`src/rtl/seq_shifter_if.sv`:
```
// Request/response bundle for the multi-cycle shifter.
// master = requester (controller / bench), slave = shifter.
interface seq_shifter_if #(
  parameter int W     = 16,
  parameter int AMT_W = 4
);
  logic             start;
  logic [2:0]       op;
  logic [W-1:0]     in;
  logic [AMT_W-1:0] amt;
  logic             busy;
  logic             done;
  logic [W-1:0]     sout;

  modport master (
    output start, op, in, amt,
    input  busy, done, sout
  );

  modport slave (
    input  start, op, in, amt,
    output busy, done, sout
  );
endinterface

```
`src/rtl/seq_shifter.sv`:
```
// Multi-cycle shifter: pass / LSL / LSR / ASR / ROL / ROR by a variable
// amount, up to STEP bit positions per clock, with start/busy/done handshake.
module seq_shifter #(
  parameter int W     = 16,
  parameter int AMT_W = 4,
  parameter int STEP  = 1
) (
  input  logic       clk,
  input  logic       reset,
  seq_shifter_if.slave bus
);

  typedef enum logic [1:0] {
    IDLE  = 2'd0,
    SHIFT = 2'd1,
    DONE  = 2'd2
  } state_t;

  localparam logic [2:0] OP_LSL = 3'b001;
  localparam logic [2:0] OP_LSR = 3'b010;
  localparam logic [2:0] OP_ASR = 3'b011;
  localparam logic [2:0] OP_ROL = 3'b100;
  localparam logic [2:0] OP_ROR = 3'b101;

  state_t           state_reg;
  state_t           state_next;
  logic [W-1:0]     work_reg;
  logic [2:0]       op_reg;
  logic [AMT_W-1:0] rem_reg;
  logic [W-1:0]     sout_reg;

  logic [W-1:0]     shifted;
  logic [AMT_W-1:0] rem_step;
  logic             start_direct;

  // One bit position of the selected operation. ASR replicates the current
  // MSB, which stays equal to the original sign across all steps.
  function automatic logic [W-1:0] step1(input logic [2:0] o, input logic [W-1:0] w);
    case (o)
      OP_LSL:  return {w[W-2:0], 1'b0};
      OP_LSR:  return {1'b0, w[W-1:1]};
      OP_ASR:  return {w[W-1], w[W-1:1]};
      OP_ROL:  return {w[W-2:0], w[W-1]};
      OP_ROR:  return {w[0], w[W-1:1]};
      default: return w;
    endcase
  endfunction

  // Requests that complete without any shift cycles: pass codes or amt=0.
  always_comb begin
    start_direct = (bus.op == 3'b000) || (bus.op[2:1] == 2'b11) || (bus.amt == '0);
  end

  // Per-cycle datapath: apply min(STEP, remaining) single-bit steps.
  always_comb begin
    shifted = work_reg;
    for (int i = 0; i < STEP; i++) begin
      if (int'(rem_reg) > i) begin
        shifted = step1(op_reg, shifted);
      end
    end
    if (int'(rem_reg) > STEP) begin
      rem_step = rem_reg - AMT_W'(STEP);
    end else begin
      rem_step = '0;
    end
  end

  // State register.
  always_ff @(posedge clk) begin
    if (reset) begin
      state_reg <= IDLE;
    end else begin
      state_reg <= state_next;
    end
  end

  // Next-state logic.
  always_comb begin
    state_next = state_reg;
    case (state_reg)
      IDLE: begin
        if (bus.start) begin
          state_next = start_direct ? DONE : SHIFT;
        end
      end
      SHIFT: begin
        if (rem_step == '0) begin
          state_next = DONE;
        end
      end
      DONE:    state_next = IDLE;
      default: state_next = IDLE;
    endcase
  end

  // Operand capture, iterative shifting and result register.
  always_ff @(posedge clk) begin
    if (reset) begin
      work_reg <= '0;
      op_reg   <= '0;
      rem_reg  <= '0;
      sout_reg <= '0;
    end else begin
      case (state_reg)
        IDLE: begin
          if (bus.start) begin
            work_reg <= bus.in;
            op_reg   <= bus.op;
            rem_reg  <= bus.amt;
            if (start_direct) begin
              sout_reg <= bus.in;
            end
          end
        end
        SHIFT: begin
          work_reg <= shifted;
          rem_reg  <= rem_step;
          if (rem_step == '0) begin
            sout_reg <= shifted;
          end
        end
        default: begin
        end
      endcase
    end
  end

  // Outputs decoded from the state register.
  always_comb begin
    bus.busy = (state_reg != IDLE);
    bus.done = (state_reg == DONE);
    bus.sout = sout_reg;
  end

endmodule

```
`src/flat_wrapper.sv`:
```
// flat-port wrapper written by rule: the top's interface ports become plain ports
module seq_shifter_flat 
#(
  parameter int W     = 16,
  parameter int AMT_W = 4,
  parameter int STEP  = 1
)
  (clk, reset, bus_start, bus_op, bus_in, bus_amt, bus_busy, bus_done, bus_sout);
  seq_shifter_if #(.W(W), .AMT_W(AMT_W)) bus_i ();
  input  logic clk;
  input  logic reset;
  input wire logic [$bits(bus_i.start)-1:0] bus_start;
  input wire logic [$bits(bus_i.op)-1:0] bus_op;
  input wire logic [$bits(bus_i.in)-1:0] bus_in;
  input wire logic [$bits(bus_i.amt)-1:0] bus_amt;
  output wire logic [$bits(bus_i.busy)-1:0] bus_busy;
  output wire logic [$bits(bus_i.done)-1:0] bus_done;
  output wire logic [$bits(bus_i.sout)-1:0] bus_sout;
  assign bus_i.start = bus_start;
  assign bus_i.op = bus_op;
  assign bus_i.in = bus_in;
  assign bus_i.amt = bus_amt;
  assign bus_busy = bus_i.busy;
  assign bus_done = bus_i.done;
  assign bus_sout = bus_i.sout;
  seq_shifter #(.W(W), .AMT_W(AMT_W), .STEP(STEP)) u_core (.clk(clk), .reset(reset), .bus(bus_i));
endmodule
```
`config.mk`:
```
export PLATFORM = sky130hd
export DESIGN_NAME = seq_shifter_flat
export DESIGN_NICKNAME = d
export VERILOG_FILES = /design/src/rtl/seq_shifter_if.sv /design/src/rtl/seq_shifter.sv /design/src/flat_wrapper.sv
export SDC_FILE = /design/constraint.sdc
export NUM_CORES = 1
export LEC_CHECK = 0
export ABC_CLOCK_PERIOD_IN_PS = 2470
export CAP_MARGIN = 20
export CORE_UTILIZATION = 54
export CTS_CLUSTER_DIAMETER = 40
export DETAILED_ROUTE_END_ITERATION = 8
export PLACE_DENSITY = 0.88
export SYNTH_ARGS = -nofsm -noshare
export SYNTH_HDL_FRONTEND = slang
export SYNTH_SLANG_ARGS = --single-unit
```
`constraint.sdc`:
```
create_clock -name clk -period 2.47 [get_ports clk]
set_clock_uncertainty 0.1 [all_clocks]
set_input_delay 0.741 -clock clk [delete_from_list [all_inputs] [get_ports clk]]
set_output_delay 0.741 -clock clk [all_outputs]
set_load 0.01 [all_outputs]
```
* Word level (Yosys, flattened, before mapping)
Index checks and enable logic that the tools add are counted.
** Word-level totals
- Flip-flop bits (word level) :: 41
- Input bits :: 26
- Output and inout port bits :: 18
- Logic and storage cells :: 46
** Cells by class
- Add/sub/neg operators :: 1
- Order comparisons :: 2
- Equal/unequal tests :: 11
- Muxes and demuxes :: 15
- Reductions and logical operators :: 12
** Operator list (number)
- 16-bit two-way mux :: 5
- 16-bit one-hot mux with 5 select lines :: 1
- 16-bit one-hot mux with 2 select lines :: 2
- 4-bit by 1-bit > comparator with 1-bit output (second input constant) :: 2
- 4-bit zero test :: 2
- 4-bit two-way mux :: 2
- 4-bit one-hot mux with 2 select lines :: 1
- 3-bit by 2-bit == test with 1-bit output (second input constant) :: 2
- 3-bit == test (second input constant) :: 2
- 2-bit two-way mux :: 3
- 2-bit AND reduction :: 3
- 2-bit == test (second input constant) :: 2
- 2-bit by 1-bit inequality test with 1-bit output (second input constant) :: 2
- 2-bit one-hot mux with 2 select lines :: 1
- 4-bit AND reduction :: 1
- 2-bit nonzero test :: 2
- 4-bit by 1-bit subtractor with 4-bit output (second input constant) :: 1
- 3-bit by 1-bit == test with 1-bit output (second input constant) :: 1
- 3-bit zero test :: 1
- 2-bit by 1-bit == test with 1-bit output (second input constant) :: 1
- 2-bit zero test :: 1
- 1-bit logical OR :: 2
- 2-bit inequality test (second input constant) :: 1

* Longest topological paths before layout
Gate-level depths: netlist of run 1.
- Depth in word-level cells :: 6
- Gate-level depth with buffers :: 8
- Gate-level depth less buffers :: 6

* Worst setup path before layout of run 1
Ideal clock, no wire load.
- Kind :: in2reg
- Start point :: input bus_op[1]
- End point :: register u_core.sout_reg[0] (netlist: u_core.bus.sout[0])
- Setup time :: 0.087 ns
- Arrival :: 1.966 ns
- Required time :: 2.283 ns
- Slack :: 0.318 ns
- Stages on the path :: 5
- Buffers on the path :: 1
- Path through :: and2_1 -> o31ai_2 -> clkbuf_1 -> o32ai_1 -> a221oi_2
** On the way
- Word-level cells in the longest chain between the ends :: 5
- Elaborated cells on any way between the ends :: 6
- Those cells by class :: eq/ne: 2; reduce/logical: 4
** RTL lines
- from (decl) :: line flat_wrapper.sv:13 : input wire logic [$bits(bus_i.op)-1:0] bus_op;
- 2-bit == test or 3-bit zero test (tied branches) :: line seq_shifter.sv:51 : start_direct = (bus.op == 3'b000) || (bus.op[2:1] == 2'b11) || (bus.amt == '0);
- 1-bit logical OR (*) (2 in a row) :: line seq_shifter.sv:51
- 2-bit by 1-bit inequality test with 1-bit output (no source line) (*)
- 4-bit AND reduction (no source line) (*)
- to (signal assigned) :: line seq_shifter.sv:112 : sout_reg <= bus.in;
- to (signal assigned) :: line seq_shifter.sv:120 : sout_reg <= shifted;
- to (decl) :: line seq_shifter.sv:30 : logic [W-1:0] sout_reg;
Every way passes the cells marked *; elsewhere a longest branch is shown, timed or not.
A chain may end at the register's enable or synchronous reset.

* Worst setup path in the final report of run 1
- Start point :: register u_core.rem_reg[0]
- End point :: register u_core.sout_reg[8] (netlist: u_core.bus.sout[8])
** On the way
- Word-level cells in the longest chain between the ends :: 5
- Elaborated cells on any way between the ends :: 10
- Those cells by class :: add/sub: 1; order compare: 2; eq/ne: 1; mux: 4; reduce/logical: 2
** RTL lines
- from (decl) :: line seq_shifter.sv:29 : logic [AMT_W-1:0] rem_reg;
- from (signal assigned) :: line seq_shifter.sv:110 : rem_reg <= bus.amt;
- from (signal assigned) :: line seq_shifter.sv:118 : rem_reg <= rem_step;
- 4-bit by 1-bit subtractor with 4-bit output or 4-bit by 1-bit > comparator with 1-bit output (tied branches) :: line seq_shifter.sv:63, seq_shifter.sv:62
- 4-bit two-way mux :: line seq_shifter.sv:62 : if (int'(rem_reg) > STEP) begin
- 4-bit zero test :: line seq_shifter.sv:119 : if (rem_step == '0) begin
- 2-bit by 1-bit inequality test with 1-bit output (no source line)
- 4-bit AND reduction (no source line)
Several ways; a longest one is shown, not always the timed one. The select of a mux whose other input is x is not followed.

==> results of run 1 <==
## worst max path at each step
stage | cells after the start | start | to
3_3_place_gp | 7 | bus_amt[2] | u_core.bus.sout[9]$_SDFFE_PP0P_
6_report | 6 | u_core.rem_reg[0]$_SDFFE_PP0P_ | u_core.bus.sout[8]$_SDFFE_PP0P_
4_1_cts | 6 | u_core.rem_reg[0]$_SDFFE_PP0P_ | u_core.bus.sout[8]$_SDFFE_PP0P_
5_1_grt | 6 | u_core.rem_reg[0]$_SDFFE_PP0P_ | u_core.bus.sout[6]$_SDFFE_PP0P_
3_5_place_dp | 7 | bus_amt[2] | u_core.bus.sout[13]$_SDFFE_PP0P_
2_1_floorplan | 5 | bus_op[1] | u_core.bus.sout[0]$_SDFFE_PP0P_
## metal layers
metal  share of wire (%)  GRT usage (%)  vias to the layer above
li1                    -              -                     1426
met1                  42           40.2                     1449
met2                  49           49.4                      163
met3                 6.3           4.42                       19
met4                 2.2           11.9                        0
met5                   0              0                        -
## per-stage QoR
stage / instance area [sq um] / std cells / hold WS, ns / util, % / setup slack (ns)
final: 3490 / 460 / 0.411 / 68.4 / 0.0806
after detailed placement: 3410 / 452 / 0.403 / 66.7 / -0.0600
after global routing: 3490 / 460 / 0.450 / 68.4 / -0.0240
after floorplan: 2860 / 354 / 0.371 / - / 0.318
after CTS: 3490 / 460 / 0.414 / 68.4 / 0.151
after global placement: 3410 / 452 / 0.399 / 66.7 / 0.0108
## power by group
part | internal [uW] | switching, uW | total (uW)
combinational | 424 | 468 | 892
sequential | 749 | 99.4 | 848
clock | 195 | 257 | 452
total | 1370 | 825 | 2190
## kinds of logic after synthesis
| group | count (synthesis) | share of synthesized area, % |
|---|---|---|
| and+or+nand+nor | 149 | 25.3 |
| AOI/OAI and AO/OA | 101 | 31.5 |
| buffers and inverters | 43 | 7.16 |
| DFF | 41 | 28.7 |
| muxes | 17 | 6.12 |
| adders and majority gates | 3 | 1.31 |
## layout make-up
type | instances | area [sq um] | share of cell area, %
Sequential cell | 41 | 821 | 23.5
Timing Repair Buffer | 66 | 641 | 18.3
Clock buffer | 5 | 68.8 | 1.97
Clock inverter | 3 | 17.5 | 0.502
Inverter | 5 | 18.8 | 0.537
Multi-Input combinational cell | 270 | 1840 | 52.6
Tap cell | 70 | 87.6 | 2.51
## cells in the final DEF (no fill, tap or decap), types with 14 or more instances in the layout
cell type and count:
sky130_fd_sc_hd__o32ai_1 16, sky130_fd_sc_hd__clkdlybuf4s50_1 43, sky130_fd_sc_hd__nor4_1 17, sky130_fd_sc_hd__o221ai_1 15, sky130_fd_sc_hd__nand3b_1 14, sky130_fd_sc_hd__nor2_1 67
sky130_fd_sc_hd__mux2i_1 16, sky130_fd_sc_hd__buf_4 20, sky130_fd_sc_hd__dfxtp_1 41, sky130_fd_sc_hd__a31o_2 16, sky130_fd_sc_hd__nand2_1 30, sky130_fd_sc_hd__o211ai_1 16
==> impl_metrics.sql, run 1 <==
INSERT INTO impl_metrics (metric_group, metric, value, unit) VALUES
('clock_tree', 'cts-hold-fix-buffers', '0', ''),
('clock_tree', 'clock_tree_from_tritoncts', 'yes', ''),
('cells_and_area', 'final.fill_count', '421', ''),
('worst_setup_path', 'reg2reg_end', 'u_core.bus.sout[8]$_SDFFE_PP0P_', ''),
('cells_and_area', 'synthToLayoutAreaGrowth', '21.9', '%'),
('clock_tree', 'clkSlewWorstSetupHoldPaths', '0.09', 'ns'),
('sta', 'timing.final.crit_share', '96.7', '%'),
('yosys', 'yosysSeqAreaShare', '28.7', '%'),
('sta', 'timing.final.max_slew_violations', '0', ''),
('cells_and_area', 'diodes', '0', ''),
('worst_setup_path', 'cell_family_contributing_the_most_delay_on_the_critical_path', 'simple AND/OR/NAND/NOR gates', ''),
('power_and_ir_drop', 'total_power_draw', '2190', 'uW'),
('worst_setup_path', 'critical_path.n_buffers_inverters', '1', ''),
('sta', 'timing_hold_violations_final', '0', ''),
('cells_and_area', 'layout-drive-gt1-share', '17.2', '%'),
('placement', 'gp_congestion', '0.900', ''),
('worst_hold_path', 'hold_path_startpoint', 'u_core.state_reg[1]$_SDFFE_PP0P_', ''),
('yosys', 'post_synth_most_frequent_cells', '67 x sky130_fd_sc_hd__nor2_1, 41 x sky130_fd_sc_hd__dfxtp_1, 30 x sky130_fd_sc_hd__nand2_1', ''),
('global_route', 'grt_pass1_vias', '2765', ''),
('worst_setup_path', 'timing.critical_path.required', '2.54', 'ns'),
('yosys', 'yosysMostFrequentCell', 'sky130_fd_sc_hd__nor2_1', ''),
('sta', 'setup_repair_after_global_routing_missed_its_margin', 'true', ''),
('clock_tree', 'tritoncts_num_sinks', '41', ''),
('worst_setup_path', 'cp_cell_sequence', 'inv_1 > ha_1 > or3b_2 > nand3_2 > o211ai_1 > a221oi_2', ''),
('yosys', 'yosysWarningCount', '0', ''),
('yosys', 'post_synth_net_total', '383', ''),
('global_route', 'global_route.overflow_total', '0', ''),
('worst_setup_path', 'r2r_start', 'u_core.rem_reg[0]$_SDFFE_PP0P_', ''),
('worst_setup_path', 'ff2ff_setup_slack', '0.08', 'ns'),
('yosys', 'synthFlopType', 'sky130_fd_sc_hd__dfxtp_1', ''),
('die', 'coreArea', '5110', 'sq um'),
('yosys', 'yosysTopAreaCell', 'sky130_fd_sc_hd__dfxtp_1', ''),
('yosys', 'post_synth_main_area_contributors', 'sky130_fd_sc_hd__dfxtp_1 29%, sky130_fd_sc_hd__nor2_1 8.8%, sky130_fd_sc_hd__mux2i_1 5.6%', ''),
('worst_setup_path', 'crit_slowest_cell', 'sky130_fd_sc_hd__or3b_2', ''),
('clock_tree', 'postCtsResizedCells', '0', ''),
('worst_setup_path', 'critPathCaptureType', 'register', ''),
('placement', 'place.port_buffers', '43', ''),
('worst_setup_path', 'worst-path-max-fanout', '19', ''),
('sta', 'max_freq', '0.419', 'GHz'),
('yosys', 'netlist_instances', '354', ''),
('yosys', 'synthesis.area_per_instance', '8.09', 'sq um'),
('worst_setup_path', 'worst_ep_arrival_time', '2.46', 'ns'),
('clock_tree', 'cts-buffers-inserted', '5', ''),
('flow_run', 'max_cap_violations', '0', ''),
('cells_and_area', 'final_net_count', '418', ''),
('yosys', 'ys_seq_elements', '41', ''),
('power_and_ir_drop', 'p_per_area', '628', 'nW/um^2'),
('worst_setup_path', 'setup.worst_path.start_class', 'register', ''),
('sta', 'layout_min_cycle_time', '2.39', 'ns'),
('detailed_routing', 'drt-pass1-iter-count', '5', ''),
('worst_setup_path', 'r2r_cells', '6', ''),
('yosys', 'synth-async-reset-ratio', '0', '%'),
('worst_hold_path', 'holdPathEnd', 'u_core.state_reg[1]$_SDFFE_PP0P_', ''),
('detailed_routing', 'post_drt_via_cell_ratio', '6.65', ''),
('die', 'core.rowCount', '26', ''),
('outcome', 'status', 'complete, no violations', ''),
('yosys', 'yosys.cell_types.count', '46', ''),
('yosys', 'mappedNetlistArea', '2860', 'sq um'),
('die', 'boundaryPins', '44', ''),
('detailed_routing', 'dr_total_vias', '3057', ''),
('die', 'die_area', '5600', 'sq um'),
('clock_tree', 'insertion_delay', '0.30', 'ns'),
('clock_tree', 'cts_root_buffer', 'sky130_fd_sc_hd__clkbuf_8', ''),
('worst_setup_path', 'cp_slowest_stage_delay', '0.49', 'ns'),
('clock_tree', 'clock_tree.htree_level_count', '2', ''),
('die', 'floorplan.die.height', '74.8', 'um'),
('worst_hold_path', 'hold_depth', '1', ''),
('sta', 'slew_headroom', '60.5', '%'),
('power_and_ir_drop', 'cellLeakagePower', '0.00118', 'uW'),
('sta', 'setup_violations', '0', ''),
('detailed_routing', 'ant_nets', '0', '');
No activity file was read; power rests on OpenSTA's default activity.
==> run 2, diff against run 1 <==
- CAP_MARGIN: 20 -> not set
- GPL_TIMING_DRIVEN: not set -> 1
==> results of run 2 <==
No change in the layout: final DEF, timing and power equal those of run 1.
